<file path="config.mk">
export PLATFORM = sky130hd
export DESIGN_NAME = rot_pixel_packer_flat
export DESIGN_NICKNAME = d
export VERILOG_FILES = /design/src/rtl/rot_pixel_packer_if.sv /design/src/rtl/rot_pixel_packer.sv /design/src/flat_wrapper.sv
export SDC_FILE = /design/constraint.sdc
export NUM_CORES = 1
export LEC_CHECK = 0
export CORE_MARGIN = 4
export CORE_UTILIZATION = 40
export CTS_CLUSTER_DIAMETER = 150
export DETAILED_ROUTE_END_ITERATION = 7
export GPL_ROUTABILITY_DRIVEN = 1
export HOLD_SLACK_MARGIN = 0.06
export MAX_ROUTING_LAYER = met4
export PLACE_DENSITY = 0.55
export RECOVER_POWER = 100
export SYNTH_ARGS = -nofsm -noshare
export SYNTH_HDL_FRONTEND = slang
export SYNTH_SLANG_ARGS = --single-unit
</file>
<file path="constraint.sdc">
create_clock -name clk -period 8.7 [get_ports clk]
set_input_delay 1.74 -clock clk [delete_from_list [all_inputs] [get_ports clk]]
set_output_delay 1.74 -clock clk [all_outputs]
set_load 0.1 [all_outputs]
</file>
<file path="src/rtl/rot_pixel_packer_if.sv">
// Packed-word stream from rot_pixel_packer: 32-bit data plus line-start and
// end-of-frame sideband, valid/ready handshake.
interface rot_pixel_packer_if;
  logic [31:0] m_data;
  logic        m_valid;
  logic        m_ready;
  logic        m_sol;
  logic        m_last;

  modport master (output m_data, m_valid, m_sol, m_last, input m_ready);
  modport slave  (input m_data, m_valid, m_sol, m_last, output m_ready);
endinterface

</file>
<file path="src/rtl/rot_pixel_packer.sv">
// Packs the rotated 8-bit pixel stream into 32-bit words behind a FWFT FIFO.
// Optional PACK_STATS_EN adds FIFO high-water mark and drop counter outputs.
module rot_pixel_packer #(
  parameter int IMG_W      = 1024,
  parameter int IMG_H      = 1024,
  parameter int FIFO_DEPTH = 16,
  parameter int LVL_W      = 5
) (
  input  logic                  clk,
  input  logic                  rst,
  input  logic                  in_valid,
  input  logic [7:0]            pix_in,
  input  logic                  sol_in,
  input  logic                  eof_in,
  rot_pixel_packer_if.master    m,
  output logic                  overflow,
  output logic                  align_err,
  output logic                  frame_done
`ifdef PACK_STATS_EN
  ,
  output logic [LVL_W-1:0]      max_level,
  output logic [15:0]           drop_cnt
`endif
);

  localparam int COL_W  = (IMG_W > 1) ? $clog2(IMG_W) : 1;
  localparam int LINE_W = (IMG_H > 1) ? $clog2(IMG_H) : 1;
  localparam int PTR_W  = (FIFO_DEPTH > 1) ? $clog2(FIFO_DEPTH) : 1;
  localparam logic [COL_W-1:0]  COL_LAST  = COL_W'(IMG_W - 1);
  localparam logic [LINE_W-1:0] LINE_LAST = LINE_W'(IMG_H - 1);
  localparam logic [LVL_W-1:0]  LVL_FULL  = LVL_W'(FIFO_DEPTH);

  logic [1:0]        lane_p0;
  logic [COL_W-1:0]  col_p0;
  logic [LINE_W-1:0] line_p0;
  logic [7:0]        sr_p0 [3];
  logic              fin_p1;

  logic              resync, col_wrap, at_final, eof_bad;
  logic [1:0]        lane_eff;
  logic [COL_W-1:0]  col_eff;
  logic              push_req, push_sol, push_last;
  logic [31:0]       push_data;

  // Stage p0: a mid-line sol_in restarts the line, so the current pixel is col 0
  always_comb begin
    resync    = in_valid && sol_in && (col_p0 != '0);
    lane_eff  = resync ? 2'd0 : lane_p0;
    col_eff   = resync ? '0 : col_p0;
    col_wrap  = (col_eff == COL_LAST);
    at_final  = (line_p0 == LINE_LAST) && (col_p0 == COL_LAST);
    eof_bad   = eof_in && !at_final && !fin_p1;
    push_req  = in_valid && (lane_eff == 2'd3);
    push_data = {pix_in, sr_p0[2], sr_p0[1], sr_p0[0]};
    push_sol  = (col_eff == COL_W'(3));
    push_last = (line_p0 == LINE_LAST) && col_wrap;
  end

  always_ff @(posedge clk or negedge rst) begin
    if (!rst) begin
      lane_p0   <= '0;
      col_p0    <= '0;
      line_p0   <= '0;
      fin_p1    <= 1'b0;
      align_err <= 1'b0;
    end else begin
      fin_p1 <= in_valid && push_last;
      if (resync || eof_bad) align_err <= 1'b1;
      if (in_valid) begin
        lane_p0 <= lane_eff + 2'd1;
        col_p0  <= col_wrap ? '0 : col_eff + COL_W'(1);
        if (col_wrap) line_p0 <= (line_p0 == LINE_LAST) ? '0 : line_p0 + LINE_W'(1);
      end
    end
  end

  always_ff @(posedge clk) begin
    if (in_valid && (lane_eff != 2'd3)) sr_p0[lane_eff] <= pix_in;
  end

  // Stage p1: word FIFO, first-word-fall-through, entry = {last, sol, data}
  logic [33:0]       mem [FIFO_DEPTH];
  logic [PTR_W-1:0]  wr_ptr, rd_ptr;
  logic [LVL_W-1:0]  level, level_nxt;
  logic              valid, full, pop, push, drop;
  logic [33:0]       head;

  always_comb begin
    valid = (level != '0);
    full  = (level == LVL_FULL);
    pop   = valid && m.m_ready;
    push  = push_req && (!full || pop);
    drop  = push_req && full && !pop;
    head  = mem[rd_ptr];
    case ({push, pop})
      2'b10:   level_nxt = level + LVL_W'(1);
      2'b01:   level_nxt = level - LVL_W'(1);
      default: level_nxt = level;
    endcase
  end

  assign m.m_valid = valid;
  assign m.m_data  = valid ? head[31:0] : '0;
  assign m.m_sol   = valid && head[32];
  assign m.m_last  = valid && head[33];

  always_ff @(posedge clk or negedge rst) begin
    if (!rst) begin
      wr_ptr     <= '0;
      rd_ptr     <= '0;
      level      <= '0;
      overflow   <= 1'b0;
      frame_done <= 1'b0;
    end else begin
      if (push) wr_ptr <= wr_ptr + PTR_W'(1);
      if (pop)  rd_ptr <= rd_ptr + PTR_W'(1);
      level      <= level_nxt;
      frame_done <= pop && head[33];
      if (drop) overflow <= 1'b1;
    end
  end

  always_ff @(posedge clk) begin
    if (push) mem[wr_ptr] <= {push_last, push_sol, push_data};
  end

`ifdef PACK_STATS_EN
  function automatic logic [15:0] sat_inc16(input logic [15:0] v);
    return (v == 16'hFFFF) ? v : v + 16'd1;
  endfunction

  always_ff @(posedge clk or negedge rst) begin
    if (!rst) begin
      max_level <= '0;
      drop_cnt  <= '0;
    end else begin
      if (level_nxt > max_level) max_level <= level_nxt;
      if (drop) drop_cnt <= sat_inc16(drop_cnt);
    end
  end
`endif

endmodule

</file>
<file path="src/flat_wrapper.sv">
// flat-port wrapper written by rule: the top's interface ports become plain ports
module rot_pixel_packer_flat 
#(
  parameter int IMG_W      = 1024,
  parameter int IMG_H      = 1024,
  parameter int FIFO_DEPTH = 16,
  parameter int LVL_W      = 5
)
  (clk, rst, in_valid, pix_in, sol_in, eof_in, overflow, align_err, frame_done, m_m_data, m_m_valid, m_m_sol, m_m_last, m_m_ready);
  rot_pixel_packer_if m_i ();
  input  logic clk;
  input  logic rst;
  input  logic in_valid;
  input  logic [7:0] pix_in;
  input  logic sol_in;
  input  logic eof_in;
  output logic overflow;
  output logic align_err;
  output logic frame_done;
  output wire logic [$bits(m_i.m_data)-1:0] m_m_data;
  output wire logic [$bits(m_i.m_valid)-1:0] m_m_valid;
  output wire logic [$bits(m_i.m_sol)-1:0] m_m_sol;
  output wire logic [$bits(m_i.m_last)-1:0] m_m_last;
  input wire logic [$bits(m_i.m_ready)-1:0] m_m_ready;
  assign m_m_data = m_i.m_data;
  assign m_m_valid = m_i.m_valid;
  assign m_m_sol = m_i.m_sol;
  assign m_m_last = m_i.m_last;
  assign m_i.m_ready = m_m_ready;
  rot_pixel_packer #(.IMG_W(IMG_W), .IMG_H(IMG_H), .FIFO_DEPTH(FIFO_DEPTH), .LVL_W(LVL_W)) u_core (.clk(clk), .rst(rst), .in_valid(in_valid), .pix_in(pix_in), .sol_in(sol_in), .eof_in(eof_in), .m(m_i), .overflow(overflow), .align_err(align_err), .frame_done(frame_done));
endmodule
</file>
* Word level (Yosys, flattened, before mapping)
Memories as Yosys holds them, arrays and structs flattened.
Index checks and enable logic that the tools add are counted.
** Storage, ports and cells
- Flip-flop bits (word level) :: 39
- RAM bits :: 568
- Bits of input ports :: 14
- Output and inout bits :: 38
- Word-level logic and storage cells :: 64
- Memories :: 2
** Memories
- u_core.mem :: depth 16, bits a word 34, rd ports 1, clocked after memory_dff 0, write ports 1, line rot_pixel_packer.sv:82 : logic [33:0] mem [FIFO_DEPTH];
- u_core.sr_p0 :: depth 3, bits a word 8, rd ports 3, clocked after memory_dff 0, write ports 1, line rot_pixel_packer.sv:36 : logic [7:0] sr_p0 [3];
** Operators by class
- Add/subtract/negate cells :: 7
- Eq/ne operators :: 9
- Mux-type cells :: 10
- Reductions and logical operators :: 26
** Operator list (number)
- 32-bit 2-to-1 mux :: 1
- 10-bit == test (second input constant) :: 3
- 10-bit 2-to-1 mux :: 3
- 10-bit by 1-bit adder with 10-bit output (second input constant) :: 2
- 1-bit logical AND :: 16
- 10-bit by 2-bit == test with 1-bit output (second input constant) :: 1
- 5-bit case mux with 2 select lines :: 1
- 10-bit nonzero test :: 1
- 4-bit by 1-bit adder with 4-bit output (second input constant) :: 2
- 5-bit by 1-bit adder with 5-bit output (second input constant) :: 1
- 5-bit == test (second input constant) :: 1
- 5-bit nonzero test :: 1
- 5-bit by 1-bit subtractor with 5-bit output (second input constant) :: 1
- 2-bit == test (second input constant) :: 2
- 1-bit logical NOT :: 4
- 1-bit 2-to-1 mux :: 4
- 2-bit by 1-bit adder with 2-bit output (second input constant) :: 1
- 2-bit by 1-bit == test with 1-bit output (second input constant) :: 1
- 1-bit logical OR :: 2
- 2-bit 2-to-1 mux :: 1
- 2-bit inequality test (second input constant) :: 1
- 2-bit AND reduction :: 1
- 2-bit nonzero test :: 1

* Longest topological paths before layout
Gate-level depths: netlist (run 1).
- Depth in word-level cells :: 8
- Mapped depth :: 14
- Gate-level depth less buffers :: 12

* Least setup slack after synthesis (run 1)
Ideal clock, no wire load.
- Path type :: input port to flip-flop
- Start point :: input in_valid
- End point :: memory u_core.mem[3][0] (enable)
- Setup time :: 0.511 ns
- Arrival time :: 6.859 ns
- Data required time :: 8.189 ns
- Path slack :: 1.330 ns
- Stages :: 10
- Path buffers :: 3
- Path through :: buf_2 nand2_1 a31o_2 clkbuf_1 and2_1 ha_1 nand2_1 a31oi_1 clkbuf_1 nor4bb_1
** On the way
- Word-level cells in the longest chain between the ends :: 8
** Ends and longest elaborated chain
- start, declared :: line flat_wrapper.sv:13 : input logic in_valid;
- 1-bit logical AND (2 in a row) :: line rot_pixel_packer.sv:47 : resync = in_valid && sol_in && (col_p0 != '0);
- 2-bit 2-to-1 mux :: line rot_pixel_packer.sv:48 : lane_eff = resync ? 2'd0 : lane_p0;
- 2-bit == test :: line rot_pixel_packer.sv:53 : push_req = in_valid && (lane_eff == 2'd3);
- 1-bit logical AND (*) :: line rot_pixel_packer.sv:53
- 1-bit logical AND (*) :: line rot_pixel_packer.sv:92 : push = push_req && (!full || pop);
- 1-bit 2-to-1 mux (*) :: line rot_pixel_packer.sv:124 : if (push) mem[wr_ptr] <= {push_last, push_sol, push_data};
- 1-bit 2-to-1 mux (not written as such) (*) :: line rot_pixel_packer.sv:124
- end, declared :: line rot_pixel_packer.sv:82
Every way passes the cells marked *; elsewhere a longest branch is shown, timed or not.

* Final worst setup path (run 1)
- Start point :: input in_valid
- End point :: memory u_core.mem[10][29] (enable)
The elaborated chain is that of the path after synthesis.

==> results of run 1 <==
-- cells in the mapped netlist, drive strengths merged (6+ instances only) --
cell / count / share of area, %
nand2: 15 / 0.24
o21ai: 10 / 0.23
inv: 16 / 0.25
nand3: 10 / 0.21
dfrtp: 39 / 4.1
nand4: 7 / 0.18
mux4: 169 / 16
and4: 8 / 0.30
xnor2: 12 / 0.44
buf: 30 / 1.0
edfxtp: 568 / 72
ha: 12 / 0.63
a21oi: 8 / 0.17
nor2: 10 / 0.16
clkbuf: 23 / 0.36
a31oi: 6 / 0.16
nor3: 8 / 0.17
and2: 42 / 1.1
-- power by group --
part	switching [mW]	internal, mW	total (mW)
clock network	1.07	1.31	2.37
registers	0.306	3.34	3.65
logic	2.01	1.18	3.19
total	3.39	5.82	9.21
-- cells in the final DEF (no fill, tap or decap), types with 8 or more instances in the layout --
cell,synthesis,final
clkbuf_1,23,26
clkinv_1,0,16
and4_1,8,8
nor3_1,8,8
clkinv_2,0,12
and2_0,0,8
and2_1,42,34
edfxtp_1,568,568
clkbuf_16,0,59
mux4_2,168,168
ha_1,12,12
xnor2_1,12,12
dlygate4sd3_1,0,47
o21ai_0,9,10
a21oi_1,8,8
dfrtp_1,39,35
nand3_1,10,10
nand2_1,15,14
inv_1,16,16
nor2_1,10,10
-- flip-flops by register name (all words and copies together), names as in the netlist --
| register | flops |
|---|---|
| u_core.mem | 544 |
| u_core.sr_p0 | 24 |
| u_core.col_p0 | 10 |
| u_core.line_p0 | 10 |
| u_core.level | 5 |
| u_core.rd_ptr | 4 |
| u_core.wr_ptr | 4 |
| u_core.lane_p0 | 2 |
| u_core.align_err | 1 |
| u_core.fin_p1 | 1 |
| u_core.frame_done | 1 |
| u_core.overflow | 1 |
-- routing by layer --
| layer | global-route usage (%) | wire (µm) |
|---|---|---|
| met5 | - | 0 |
| met4 | 3.46 | 794 |
| met3 | 2.63 | 2260 |
| met2 | 27.4 | 25700 |
| met1 | 23.1 | 22600 |
-- layout make-up --
class                      instances  area (µm²)  area share (%)
sequential                       607       18000            67.4
multi-input combinational        381        5290            19.8
clock buffer                      71        1520            5.68
tap                              765         957            3.57
timing repair buffer              73         646            2.41
clock inverter                    38         256           0.958
inverter                          16        60.1           0.224
antenna                            2        5.00          0.0187
-- worst paths after layout --
path                              startpoint                  to  slack (ps)
max                                 in_valid  u_core.mem[10][29]        1520
min                        u_core.line_p0[8]   u_core.line_p0[8]         460
max reg2reg                 u_core.col_p0[7]  u_core.mem[10][29]        2510
min reg2reg                u_core.line_p0[8]   u_core.line_p0[8]         460
max in group asynchronous                rst    u_core.rd_ptr[2]        5420
min in group asynchronous                rst   u_core.line_p0[3]        1750
-- cell families (layout without fill, tap and decap cells) --
family | after synthesis | in the layout | share of synthesized area (%)
DFF | 607 | 607 | 76.0
muxes | 176 | 176 | 16.4
and+or+nand+nor | 130 | 130 | 3.31
buffers and inverters | 69 | 198 | 1.65
AOI/OAI and AO/OA | 47 | 47 | 1.40
xor gates and xnor gates | 16 | 16 | 0.591
adders and majority gates | 12 | 12 | 0.633
other | 0 | 2 | 0
-- worst max-delay path, stage by stage --
cell	delay (ps)
dlygate4sd3_1	780
nand2_1	220
a31o_1	310
and2_0	290
ha_1	230
nand2_1	110
a31oi_1	180
clkbuf_1	490
and3b_1	290
and2_0	510
clkbuf_1	2130
-- per-stage QoR --
step	worst slack [ps]	std cells	hold slack, ps	area [µm²]
floorplan	1330	1057	435	23700
global placement	2820	1842	453	25100
detailed placement	2650	1842	453	25100
CTS	2360	1951	467	26900
global route	1130	1953	479	26800
finish	1520	1953	465	26800
==> impl_results.md, run 1 <==
- Post-synth EDFFs: 568
- Leak Pwr: 8.36 nW
- Final wirelength: 51300 µm
- Tmin final: 7180 ps
- Post-Syn Area per Cell: 22.4 µm²
- DRT antenna net count: 0
- CTS tree: yes
- Clock slew at reported path FFs: 60 ps
- Clk_lat worst skew: 620 ps
- Resized cells post-CTS: 0
- CP endpoint kind: flip-flop
- Min-delay worst type: reg2reg
- Max Clock Skew: 14.7 ps
- Global Route Usage Sum: 16.9%
- Worst Tran Pin Value: 2970 ps
- Total CTS buffers: 59
- Violated checks: capacitance limit, slew limit
- Main synth FF type: edfxtp_1
- Crit start category: primary input
- Root Buffer: clkbuf_16
- RD Place Congestion: 0.720
- Initial antenna violation count: 3
- Vias post-DR: 10730
- Peak VDD IR: 0.404 mV
- Die Height: 252 µm
- Synthesis Warnings: 0
- Hold path depth: 1
- Die area: 63300 µm²
- Critical path class: in2reg
- Mapped Area: 23700 µm²
- Vias in the first global route: 11360
- Share of layout cells above drive strength 1: 22.6%
- Fillers: 4824
- Global-route wire length before repair: 76600 µm
- Post-CTS Hold Buffers: 0
- Crit path DAT: 7340 ps
- CTS max path bufs: 3
- RSZ-0062 raised after global routing: false
- Crit-path max FO: 29
- Final Util: 46.0%
- Num Clock Sinks: 607
- Pwr Density: 344 nW/µm²
- Synth Net Count: 1083
- Initial DRC count: 917
- Outcome: finished, violations left
- Max Cap Viol: 14
- Starting density of the core: 40.7%
- Die Width: 252 µm
- Relative slew slack: -98.1%
- Register area share after synthesis: 76.0%
- Final Max Tran Viols: 452
- Placeable Area: 58200 µm²
- Num rows: 88
- Seq cells post-synth: 607
- DR DRC count: 0
- CTS H-tree lvls: 2
- Total congestion overflow: 0
- Fin Setup TNS: 0 ps
- Final worst path period share: 82.6%
- WL/cell: 26.3 µm
- DP Wirelength: 25400 µm
- Syn Inst Count: 1057
- Postcts setup bufs: 0
- Area delta synth->final: 12.9%
- Power consumption: 9.21 mW
- Async SR Flop Fraction: 6.43%
- Final Hold Vio Count: 0
- Final nets: 1164
- IO Count: 52
- Largest net degree at the start of global routing: 63
- 1st-pass router iterations: 4
- # port buffers: 51
- Max Clock Freq: 139 MHz
- Vias per cell: 5.49
- Endpoints failing setup: 0
- Post-synth cell types: 51
- FF-to-FF path depth: 10
- Data required, critical path: 8860 ps
Power figures use the tool's default switching activity.
==> inputs of run 2 (changes only) <==
clock period = 7 ns   (was 8.7 ns; I/O delays follow)
==> run 2 against run 1 <==
Effect of this change:
- the run still ends with capacitance limit, slew limit left
- hold slack better by 3.5 ps
- via count is 1.4% higher
- final cell count hardly changed
- highest routed layer unchanged
==> impl_results.md, run 2 (synthesized netlist as in run 1, its figures left out) <==
- Outcome: finished, violations left
- Violated checks: capacitance limit, slew limit
- Max Cap Viol: 8
- CTS tree: yes
- Die Width: 252 µm
- Tmin final: 6010 ps
- Final wirelength: 51600 µm
- 1st-pass router iterations: 5
- Postcts setup bufs: 0
- Post-CTS Hold Buffers: 0
- Commonest non-fill, non-tap cell in the layout: edfxtp_1
- Hold Slack: 468 ps
- Fin Setup TNS: 0 ps
- Most frequent cells in the layout: edfxtp_1 (568), mux4_2 (168), clkbuf_16 (62), dlygate4sd3_1 (47), and2_1 (38)
- Clk_lat worst skew: 630 ps
- Worst R2R End: u_core.mem[14][31]
- Area delta synth->final: 13.6%
- Launch point of the worst reg-to-reg path: u_core.col_p0[7]
- Die Height: 252 µm
- Clock slew at reported path FFs: 60 ps
- Resized cells post-CTS: 0
- Crit start category: primary input
- Worst Tran Pin Value: 2170 ps
- Cells after DPL: 1844
- Reg with most FFs: u_core.mem
- Initial antenna violation count: 2
- Total congestion overflow: 0
- # port buffers: 51
- Final Util: 46.3%
- Final non-filler cell total: 1954
- DP Wirelength: 26300 µm
- RD Place Congestion: 0.732
- Max Clock Skew: 17.4 ps
- Final Max Tran Viols: 290
- CTS H-tree lvls: 2
- Critical path class: in2reg
- Global-route wire length before repair: 76500 µm
- Placement Cell Area: 25200 µm²
- Num rows: 88
- CTS max path bufs: 3
- Initial DRC count: 825
- Leak Pwr: 8.47 nW
- Vias post-DR: 10885
- Die area: 63300 µm²
- Relative slew slack: -44.4%
- Placeable Area: 58200 µm²
- Peak VDD IR: 0.458 mV
- Total CTS buffers: 61
- Register Area: 18000 µm²
- CP endpoint kind: flip-flop
- DR DRC count: 0
- Max Clock Freq: 166 MHz
- Largest net degree at the start of global routing: 89
- FF-to-FF path depth: 9
- Min-delay src: u_core.overflow
- Min-delay worst type: reg2reg
- RSZ-0062 raised after global routing: false
- Area of the multi-input gates: 5290 µm²
- Pwr Density: 433 nW/µm²
- Fillers: 4780
- Share of layout cells above drive strength 1: 23.2%
- Root Buffer: clkbuf_16
- Vias per cell: 5.57
- Final Cell Area: 27000 µm²
- Top Registers: u_core.mem (544), u_core.sr_p0 (24)
- WL/cell: 26.4 µm
- Endpoints failing setup: 0
- Crit path DAT: 6250 ps
- Final Hold Vio Count: 0
- Crit-path max FO: 20
- Num Clock Sinks: 607
- Largest register FFs: 544
- Final worst path period share: 85.9%
- Final nets: 1168
- Global Route Usage Sum: 16.8%
- IO Count: 52
- Reg2reg setup slack: 1780 ps
- WHS Endpoint: u_core.overflow
- Vias in the first global route: 11364
- DRT antenna net count: 0
- Data required, critical path: 7240 ps
- Hold path depth: 2
- Starting density of the core: 40.7%
## run 2: changes by cell type in the layout (fill, tap and decap cells not counted), sizes merged
cell	change
bufinv	+3
diode	-1
inv	-3
clkbuf	+7
clkinvlp	-1
buf	-1
clkinv	-3
## run 2: worst max path at each step
stage | from | end
6_report | in_valid | u_core.mem[14][31]
5_1_grt | in_valid | u_core.mem[11][25]
4_1_cts | u_core.rd_ptr[0] | m_m_data[27]
3_5_place_dp | u_core.rd_ptr[0] | m_m_data[8]
3_3_place_gp | u_core.rd_ptr[0] | m_m_data[27]
2_1_floorplan | in_valid | u_core.mem[0][0]
## run 2: layout make-up
type	instances	share of cell area [%]
clock inverters	34	1.17
well taps	765	3.55
flip-flops and latches	607	66.9
clock buffers	75	5.94
multi-input cells	381	19.6
repair buffers	75	2.55
inverters	16	0.223
diodes	1	0.00929
## run 2: power breakdown
part,switching (mW),internal [mW]
clock,1.34,1.80
combinational,2.58,1.48
sequential,0.329,4.15
## run 2: per-stage QoR
stage | power, mW | setup WS, ps
after floorplan | 7.79 | 294
after global placement | 8.80 | 1910
after detailed placement | 8.81 | 1920
after CTS | 12.0 | 1240
after global routing | 12.1 | 599
final | 11.7 | 989
## run 2: layer usage
layer	share of wire (%)	GRT usage (%)
met1	45	23.8
met2	49	26.6
met3	3.8	2.05
met4	1.7	4.04
met5	0	-
## run 2: critical path, stage by stage
cell	delay, ps
dlygate4sd3_1	530
clkbuf_1	370
nand2_1	240
a31o_1	340
and2_0	290
ha_1	250
nand2_1	130
a31oi_1	190
clkbuf_1	520
and4_1	1200
clkbuf_2	770
==> inputs of run 3 (changes only) <==
ABC_CLOCK_PERIOD_IN_PS = 7000   (was unset)
CORE_MARGIN = unset   (was 4)
==> run 3 against run 2 <==
Effect of this change:
- the flow still finishes with violations (capacitance limit, slew limit)
- register-to-register slack gained 260 ps
- combinational power hardly changed
- setup slack better by 260 ps
- sequential power about the same
==> impl_results.md, run 3 (synthesized netlist as in run 1, its figures left out) <==
- RD Place Congestion: 0.766
- Reg with most FFs: u_core.mem
- Seq pwr share: 38.0%
- DR DRC count: 0
- Power consumption: 11.8 mW
- Area delta synth->final: 14.1%
- Pint: 7.47 mW
- CP cell instances: mux4_2, mux2i_1, mux2_2, a21oi_1, clkdlybuf4s50_1
- Vias in the first global route: 11516
- Met1 Use GR: 24.9%
- Total congestion overflow: 0
- Endpoints failing setup: 0
- Global-route wire length before repair: 77700 µm
- Combinational share of power: 34.2%
- Data required, critical path: 5600 ps
- Max Cap Viol: 8
- DP Wirelength: 27200 µm
- # port buffers: 51
- Grt met2 use: 29.1%
- Num rows: 88
- Total CTS buffers: 66
- Met3 usage in global routing: 2.96%
- Placeable Area: 58100 µm²
- Crit path DAT: 4360 ps
- Peak VDD IR: 0.465 mV
- Post-CTS Hold Buffers: 0
- CP endpoint: m_m_last
- Final Hold Vio Count: 0
- Hold Slack: 470 ps
- Starting density of the core: 40.8%
- Gr busiest metal: met2
- Largest net degree at the start of global routing: 72
- Final worst path period share: 82.2%
- CP endpoint kind: primary output
- Launch point of the worst reg-to-reg path: u_core.col_p0[7]
- Worst R2R End: u_core.mem[13][27]
- RSZ-0062 raised after global routing: false
- Share of layout cells above drive strength 1: 23.8%
- Clock slew at reported path FFs: 60 ps
- Hold path depth: 1
- Final non-filler cell total: 1969
- CTS tree: yes
- Critical path startpoint: u_core.rd_ptr[2]
- Violated checks: capacitance limit, slew limit
- Crit-path max FO: 38
- Die Height: 246 µm
- Die Width: 246 µm
- Final nets: 1176
- Final setup margin: 1240 ps
- Cells after DPL: 1847
- Slowest cell delay on critical path: 1520 ps
- Max Clock Freq: 174 MHz
- Largest register FFs: 544
- Min-delay worst type: reg2reg
- Most frequent cells in the layout: edfxtp_1 (568), mux4_2 (168), clkbuf_16 (66), dlygate4sd3_1 (47), dfrtp_1 (35)
- 1st-pass router iterations: 5
- CTS max path bufs: 3
- Initial antenna violation count: 1
- Fin Setup TNS: 0 ps
- DRT antenna net count: 0
- Top Registers: u_core.mem (544), u_core.sr_p0 (24)
- Clk_lat worst skew: 610 ps
- CTS H-tree lvls: 3
- Pwr Density: 436 nW/µm²
- Slowest CP cell: dfrtp_2
- Commonest non-fill, non-tap cell in the layout: edfxtp_1
- Critical path class: reg2out
- Leak Pwr: 8.54 nW
- Vias post-DR: 10790
- FF-to-FF path depth: 9
- IO Count: 52
- Postcts setup bufs: 0
- Reg2reg setup slack: 2040 ps
- Die area: 60300 µm²
- Vias per cell: 5.48
- Crit start category: flip-flop
- Post-Place Worst Slack: 1920 ps
- Relative slew slack: -42.1%
- Final wirelength: 51700 µm
- Outcome: finished, violations left
- Switching share of power: 36.7%
- Root Buffer: clkbuf_16
- Num Clock Sinks: 607
- Global Route Usage Sum: 18.5%
- Final Max Tran Viols: 267
- Resized cells post-CTS: 0
- Max Clock Skew: 15.8 ps
- NetSw: 4.34 mW
- Worst Tran Pin Value: 2130 ps
- WL/cell: 26.3 µm
- Clock share of power: 27.7%
- Initial DRC count: 828
- Tmin final: 5760 ps
run 3: cell types whose count changed in the layout (fill, tap and decap cells not counted), sizes merged:
cell      delta
bufinv       -3
buf          +1
diode        +1
inv          +3
clkbuf      +12
clkinv       +4
clkinvlp     -3
run 3: power groups by stage:
stage | clock [mW] | combinational [mW] | sequential [mW]
6_report | 3.27 | 4.04 | 4.49
5_1_grt | 3.47 | 4.25 | 4.53
4_1_cts | 3.34 | 4.22 | 4.52
3_5_place_dp | 0 | 4.21 | 4.59
3_3_place_gp | 0 | 4.21 | 4.58
2_1_floorplan | 0 | 3.47 | 4.32
run 3: worst max-delay path: cells and delay by family, from the launching register on:
family          cells  cell delay [ps]
buf+inv             1             1170
mux                 3              830
flops               1             1520
compound gates      1              210
run 3: worst min-delay path by stage:
stage,from,to,slack [ps]
2_1_floorplan,u_core.line_p0[8],u_core.line_p0[8],430
4_1_cts,u_core.align_err,u_core.align_err,480
6_report,u_core.align_err,u_core.align_err,470
5_1_grt,u_core.align_err,u_core.align_err,480
3_3_place_gp,u_core.line_p0[8],u_core.line_p0[8],460
3_5_place_dp,u_core.align_err,u_core.align_err,470
run 3: layout make-up:
type,count,area (µm²)
Tap cell,765,957
Clock inverter,35,295
Timing Repair Buffer,78,688
Antenna cell,2,5.00
Sequential cell,607,18000
Clock buffer,85,1730
Inverter,16,60.1
Fill cell,4830,31100
Multi-Input combinational cell,381,5290
run 3: per-layer routing:
| layer | vias to the layer above | routed length (µm) |
|---|---|---|
| met5 | - | 0 |
| met4 | 0 | 1160 |
| met3 | 85 | 1930 |
| met2 | 235 | 25600 |
| met1 | 5820 | 23000 |
| li1 | 4650 | - |
run 3: through the flow:
| step | utilization [%] | instance area [µm²] |
|---|---|---|
| after CTS | 46.8 | 27200 |
| after global routing | 46.6 | 27100 |
| after detailed placement | 43.3 | 25200 |
| after global placement | 43.3 | 25200 |
| final | 46.6 | 27100 |
| after floorplan | - | 23700 |
